[src/rtl/multdiv_issue.sv]
// Issue/stall controller between the execute stage and the iterative mult/div unit.
// Optional stall-cycle performance counter is enabled by defining MULTDIV_PERF_EN.
module multdiv_issue #(
  parameter int WIDTH          = 32,
  parameter int RD_W           = 5,
  parameter int TIMEOUT_CYCLES = 40,
  parameter int CNT_W          = 6
) (
  input  logic             clock,
  input  logic             ctrl_reset,
  input  logic             issue_valid,
  input  logic             issue_is_div,
  input  logic [WIDTH-1:0] issue_opA,
  input  logic [WIDTH-1:0] issue_opB,
  input  logic [RD_W-1:0]  issue_rd,
  output logic             ctrl_MULT,
  output logic             ctrl_DIV,
  output logic [WIDTH-1:0] data_operandA,
  output logic [WIDTH-1:0] data_operandB,
  input  logic [WIDTH-1:0] data_result,
  input  logic             data_exception,
  input  logic             data_resultRDY,
  output logic             stall,
  output logic             wb_valid,
  output logic [RD_W-1:0]  wb_rd,
  output logic [WIDTH-1:0] wb_data,
  output logic             wb_exception,
  output logic [31:0]      perf_stall_cycles
);

  typedef enum logic [1:0] {S_IDLE, S_START, S_WAIT, S_DONE} state_t;

  localparam logic [CNT_W-1:0] TIMEOUT_LAST = CNT_W'(TIMEOUT_CYCLES - 1);

  state_t           state;
  logic [CNT_W-1:0] wait_cnt;
  logic [RD_W-1:0]  rd_q;
  logic             is_div_q;

  always_ff @(posedge clock or posedge ctrl_reset) begin
    if (ctrl_reset) begin
      state         <= S_IDLE;
      wait_cnt      <= '0;
      rd_q          <= '0;
      is_div_q      <= 1'b0;
      data_operandA <= '0;
      data_operandB <= '0;
      wb_valid      <= 1'b0;
      wb_rd         <= '0;
      wb_data       <= '0;
      wb_exception  <= 1'b0;
    end else begin
      // NOTE: non-blocking assignments throughout so every register samples pre-edge values.
      wb_valid <= 1'b0;
      unique case (state)
        S_IDLE: begin
          if (issue_valid) begin
            data_operandA <= issue_opA;
            data_operandB <= issue_opB;
            rd_q          <= issue_rd;
            is_div_q      <= issue_is_div;
            state         <= S_START;
          end
        end
        S_START: begin
          // Any resultRDY seen here belongs to the previous operation.
          wait_cnt <= '0;
          state    <= S_WAIT;
        end
        S_WAIT: begin
          wait_cnt <= wait_cnt + CNT_W'(1);
          if (data_resultRDY) begin
            wb_data      <= data_result;
            wb_exception <= data_exception;
            wb_rd        <= rd_q;
            wb_valid     <= 1'b1;
            state        <= S_DONE;
          end else if (wait_cnt == TIMEOUT_LAST) begin
            wb_data      <= '0;
            wb_exception <= 1'b1;
            wb_rd        <= rd_q;
            wb_valid     <= 1'b1;
            state        <= S_DONE;
          end
        end
        S_DONE: state <= S_IDLE;
        default: state <= S_IDLE;
      endcase
    end
  end

  // Start pulses decode directly from registered state, so they are glitch-free and exclusive.
  assign ctrl_DIV  = (state == S_START) &&  is_div_q;
  assign ctrl_MULT = (state == S_START) && !is_div_q;

  // Gated by reset so an in-flight stall drops the instant reset is asserted.
  assign stall = !ctrl_reset &&
                 ((state == S_IDLE)  ? issue_valid :
                  (state == S_START) || (state == S_WAIT));

`ifdef MULTDIV_PERF_EN
  logic [31:0] perf_q;

  always_ff @(posedge clock or posedge ctrl_reset) begin
    if (ctrl_reset) begin
      perf_q <= '0;
    end else if (stall && (perf_q != 32'hFFFF_FFFF)) begin
      perf_q <= perf_q + 32'd1;
    end
  end

  assign perf_stall_cycles = perf_q;
`else
  assign perf_stall_cycles = 32'd0;
`endif

endmodule

[config.mk]
export PLATFORM = sky130hd
export DESIGN_NAME = multdiv_issue
export DESIGN_NICKNAME = d
export VERILOG_FILES = /design/src/rtl/multdiv_issue.sv
export SDC_FILE = /design/constraint.sdc
export NUM_CORES = 1
export LEC_CHECK = 0
export BUFFER_PORTS_ARGS = -buffer_cell sky130_fd_sc_hd__buf_2
export CELL_PAD_IN_SITES_DETAIL_PLACEMENT = 0
export CELL_PAD_IN_SITES_GLOBAL_PLACEMENT = 2
export CORE_AREA = 2 2 141 143
export DETAILED_ROUTE_END_ITERATION = 6
export DIE_AREA = 0 0 143 145
export PLACE_DENSITY_LB_ADDON = 0.1
export SETUP_SLACK_MARGIN = 0.1
export SYNTH_ARGS = -nofsm -noshare
export SYNTH_HDL_FRONTEND = slang
export SYNTH_SLANG_ARGS = --single-unit
[constraint.sdc]
create_clock -name clock -period 3.6 [get_ports clock]
set_clock_uncertainty 0.15 [all_clocks]
set_input_delay 0.36 -clock clock [delete_from_list [all_inputs] [get_ports clock]]
set_output_delay 0.36 -clock clock [all_outputs]
set_load 0.01 [all_outputs]
* Yosys cells after proc, flatten, opt, wreduce, memory -nomap -nowiden
Index checks and enable logic that the tools add are counted.
** Operators by class
- Add/subtract/negate cells :: 1
- Equal/unequal tests :: 6
- Mux-type cells :: 15
- Reductions and logical operators :: 12
** Operators with widths (number)
- $mux 32 :: 2
- $pmux 6 s2 :: 1
- $mux 5 :: 2
- $pmux 2 s4 :: 1
- $add 6x1->6 const B :: 1
- $eq 6x6->1 const B :: 1
- $mux 1 :: 6
- $mux 2 :: 3
- $reduce_and 2->1 :: 3
- $eq 2x2->1 const B :: 2
- $reduce_bool 2->1 :: 2
- $logic_and 1x1->1 :: 3
- $ne 3x3->1 const B :: 1
- $eq 2x1->1 const B :: 1
- $logic_not 1->1 :: 2
- $logic_not 2->1 :: 1
- $ne 2x2->1 const B :: 1
- $logic_or 1x1->1 :: 1
** Storage, ports and cells
- Register bits after elaboration :: 117
- Output and inout bits :: 138
- Word-level logic and storage cells :: 44

* Logic depth before layout (Yosys ltp)
- Depth after elaboration :: 4
- Depth in mapped cells :: 7
- Depth with buffers taken out :: 6

* Worst setup path before layout
No wires, ideal clock.
- Path kind :: reg2reg
- Start point :: reg wait_cnt[0]
- End point :: reg wb_rd[0]
- Setup time :: 0.125 ns
- Arrival :: 1.500 ns
- Slack :: 1.825 ns
- Cell stages (with the launch flop) :: 7
- Clock period less this slack :: 1.775 ns
- Cell sequence :: dfrtp_1 > ha_1 > nand2_2 > nor4b_4 > o21ai_4 > inv_4 > mux2_2
** On the way
- Longest elaborated chain between the ends :: 3
** RTL lines
- start, declared :: RTL line 36 : logic [CNT_W-1:0] wait_cnt;
- start signal, assigned :: RTL line 71 : wait_cnt <= wait_cnt + CNT_W'(1);
- $eq 6x6->1 :: RTL line 78 : end else if (wait_cnt == TIMEOUT_LAST) begin
- $reduce_bool 2->1 (no source line)
- $reduce_and 2->1 (no source line)
- end signal, assigned :: RTL line 75 : wb_rd <= rd_q;
- end signal, assigned :: RTL line 81 : wb_rd <= rd_q;
- end, declared :: RTL line 25 : output logic [RD_W-1:0] wb_rd,
Every way passes these cells.
A chain may end at the register's enable or synchronous reset.

* Worst setup path after layout
- Start point :: reg state[0]
- End point :: out stall
** On the way
- Longest elaborated chain between the ends :: 4
** RTL lines
- start, declared :: RTL line 35 : state_t state;
- start signal, assigned :: RTL line 42 : state <= S_IDLE;
- start signal, assigned :: RTL line 62 : state <= S_START;
- start signal, assigned :: RTL line 68 : state <= S_WAIT;
- $eq 2x1->1 or $eq 2x2->1 (tied branches) :: RTL line 99 : (state == S_START) || (state == S_WAIT));
- $logic_or 1x1->1 :: RTL line 99
- $mux 1 (*) :: RTL line 98 : ((state == S_IDLE) ? issue_valid :
- $logic_and 1x1->1 (*) :: RTL line 97 : assign stall = !ctrl_reset &&
- end, declared :: RTL line 23 : output logic stall,
Every way passes the cells marked *; elsewhere a longest branch is shown, timed or not.

==> flow_metrics.tcl <==
set metrics [dict create \
    synth_top_area_share_pct 62.2 \
    crit_cells 5 \
    end_kind "primary output" \
    track_usage_pct 11.3 \
    antenna_left 0 \
    switching_share_pct 32.0 \
    die_w_microns 143 \
    numCtsBuffers 17 \
    cp_slowest_cell "dfrtp_1" \
    grt_pass1_vias 3261 \
    dieHeight_microns 145 \
    setup_violations 0 \
    clockBufferDepth 2 \
    yosysUniqueCellTypes 31 \
    grt_max_degree 60 \
    clkLatencyLatePin_ps 400 \
    fillers 1935 \
    pwr-share-seq_pct 36.9 \
    antenna_cells 0 \
    drv_cap 0 \
    io_buffer_count 212 \
    dp_cells 784 \
    cts_tree "yes" \
    vias 3242 \
    cts_resized 0 \
    yosysMostFrequentCell "dfrtp_1" \
    cts_setup_buffers 0 \
    finalHoldViolations 0 \
    ys.flop_type "dfrtp_1" \
    initial_core_util_pct 24.5 \
    regToRegEndpoint "wb_rd[0]" \
    p_leak_nw 3.29 \
    tns_ps 0 \
    worstSetupEndpoint "stall" \
    area_growth_pct 39.7 \
    period_minus_slack_ps 2410 \
    timing.hold.ws_ps 25.1 \
    synth_common_cells "117 x dfrtp_1, 76 x mux2_2, 33 x buf_4, 30 x a22o_1, 8 x buf_2" \
    start_kind "flop" \
    finalNonFillerCells 821 \
    rsz0062_at_grt "no" \
    crit_family "flip-flops" \
    finalNetCount 655 \
    antenna_found_initial 0 \
    drv_slew 0 \
    synth_area_sq_um 4710 \
    cp_data_arrival_time_ps 1900 \
    required_ps 3090 \
    p_comb_share_pct 35.9 \
    r2r_start "wait_cnt[0]" \
    seq_area_frac_synth_pct 62.2 \
    p_per_area_nw_per_um2 924 \
    synth_area_per_cell_sq_um 14.8 \
    final_util_pct 34.3 \
    crit_buf_inv 2 \
    worst_pin_slew_ps 998 \
    ctsHoldBuffers 6 \
    place_congestion 0.689 \
    ys_seq_elements 117 \
    pin_count 245 \
    status "completed" \
    worstPathMaxFanout 44 \
    synth_edf_count 0 \
    die-area_sq_um 20700 \
    r2r.worst_path.cells 6 \
    ys_warn_count 0 \
    drt_wl_total_microns 11800 \
    fp.coreArea_sq_um 19200 \
    fmax_mhz 415 \
    cts.sinks 117 \
    post-place-ws_ps 1320 \
    grt_pass1_wl_microns 17900 \
    ir_worst_vdd_v 0.000327 \
    slowest_delay_ps 390 \
    min_path_type "in -> reg" \
    row_count 51 \
    syn_inst 319 \
    timing.final.ws_setup_ps 1190 \
    reg2reg_slack_ps 1300 \
    root_buffer "clkbuf_16" \
    yosys.area.top_type "dfrtp_1" \
    async_flop_share_pct 100 \
    grt_overflow 0 \
    drc_errors 0 \
    wl_per_cell_microns 14.3 \
    switchingPower_w 0.00195 \
    via_per_inst 3.95 \
    path_clk_slew_ps 60 \
    p_int_w 0.00413 \
    dr.pass1.iters 5 \
    drive_above_1_share_pct 59.4 \
    hold_depth 2 \
    critPathKind "reg -> out" \
    drtIter0Drc 73 \
    crit_start "state[0]" \
    min_period_over_period_pct 66.9 \
    cp_cell_sequence "inv_1 > ha_1 > nand2_4 > a21oi_1 > buf_2" \
    dp_hpwl_microns 8360 \
    synth_area_leaders "dfrtp_1 62%, mux2_2 18%, a22o_1 5.6%" \
    p_clk_share_pct 27.2 \
    slew_headroom_pct 33.2 \
    htree_levels 4 \
]
[worst min path at each step]
| stage | from | end | slack, ps |
|---|---|---|---|
| finish | data_result[11] | wb_data[11] | 30 |
| global route | data_result[28] | wb_data[28] | 6 |
| CTS | data_result[6] | wb_data[6] | 0.5 |
| detailed placement | wb_data[31] | wb_data[31] | 340 |
| global placement | wb_data[20] | wb_data[20] | 330 |
| floorplan | rd_q[0] | wb_rd[0] | 320 |
[flip-flops by register name, summed over array words and instances (netlist names)]
register and cells:
data_operandA 32, data_operandB 32, wb_data 32, wait_cnt 6, rd_q 5, wb_rd 5, state 2, is_div_q 1
wb_exception 1, wb_valid 1
[cell families (layout without fill, tap and decap cells)]
group / after synthesis / count (layout) / share of synthesized area, %
fa+ha+maj: 4 / 4 / 1.06
compound gates: 43 / 43 / 7.76
mux: 77 / 77 / 18.4
other cells: 1 / 32 / 0.0796
xor+xnor: 1 / 1 / 0.186
simple gates: 20 / 20 / 2.50
buf+inv: 56 / 262 / 7.84
flops: 117 / 117 / 62.2
[worst reg2reg max path: cells and delay by family (launching register included)]
kind / cells / cell delay, ps
fa+ha+maj: 1 / 260
mux: 1 / 310
flops: 1 / 400
compound gates: 1 / 770
simple gates: 2 / 160
buf+inv: 1 / 130
[power by group through the flow]
stage	logic (W)	registers [W]	clock network, W
finish	0.00218	0.00224	0.00166
detailed placement	0.00222	0.00226	0
CTS	0.00223	0.00225	0.00172
global placement	0.00221	0.00225	0
global route	0.00237	0.00233	0.00178
floorplan	0.00107	0.00254	0
[final cells by class]
cell class / count / area, sq um / share of cell area, %
Tap cell: 265 / 332 / 5.04
Clock inverter: 8 / 98.8 / 1.50
Timing Repair Buffer: 223 / 1170 / 17.8
Multi-Input combinational cell: 177 / 1540 / 23.3
Inverter: 8 / 36.3 / 0.552
Sequential cell: 117 / 2930 / 44.5
Clock buffer: 23 / 478 / 7.27
[cell usage in the layout, fill, tap and decap left out]
| cell | synthesis | layout |
|---|---|---|
| a21o_1 | 1 | 1 |
| a21oi_1 | 2 | 2 |
| a22o_1 | 30 | 30 |
| a22o_2 | 2 | 2 |
| a2bb2oi_1 | 1 | 1 |
| and2_1 | 2 | 2 |
| buf_12 | 0 | 1 |
| buf_2 | 8 | 212 |
| buf_4 | 33 | 4 |
| bufinv_16 | 0 | 2 |
| clkbuf_1 | 4 | 3 |
| clkbuf_16 | 0 | 17 |
| clkbuf_8 | 0 | 3 |
| clkinv_2 | 0 | 3 |
| clkinvlp_4 | 0 | 3 |
| conb_1 | 1 | 32 |
| dfrtp_1 | 117 | 117 |
| dlygate4sd3_1 | 0 | 6 |
| ha_1 | 4 | 4 |
| inv_1 | 7 | 6 |
| inv_4 | 1 | 1 |
| inv_6 | 0 | 1 |
| mux2_2 | 76 | 76 |
| mux2i_1 | 1 | 1 |
| nand2_1 | 7 | 6 |
| nand2_2 | 1 | 1 |
| nand2_4 | 0 | 1 |
| nand3_1 | 3 | 3 |
| nand4_1 | 1 | 1 |
| nor2_1 | 1 | 1 |
| nor2b_1 | 2 | 2 |
| nor3_1 | 1 | 1 |
| nor4b_4 | 1 | 1 |
| o21ai_0 | 4 | 4 |
| o21ai_4 | 1 | 1 |
| o22a_1 | 1 | 1 |
| o32a_2 | 1 | 1 |
| or3_1 | 1 | 1 |
| xor2_1 | 1 | 1 |
[per-stage QoR]
step                      cell area (sq um)  power, W
after global placement                 5940   0.00446
after detailed placement               5940   0.00448
final                                  6580   0.00608
after global routing                   6580   0.00648
after CTS                              6580   0.00620
after floorplan                        4830   0.00361
[routing by layer]
metal  track usage [%]  vias to the layer above  routed length [microns]  part of all wire (%)
met2              18.2                      147                     5710                    49
met3              4.98                        9                     1010                   8.6
met5                 0                        -                        0                     0
met4              3.71                        0                      117                   1.0
met1              13.5                     1570                     4910                    42
li1                  -                     1516                        -                     -
Power figures use the tool's default switching activity.
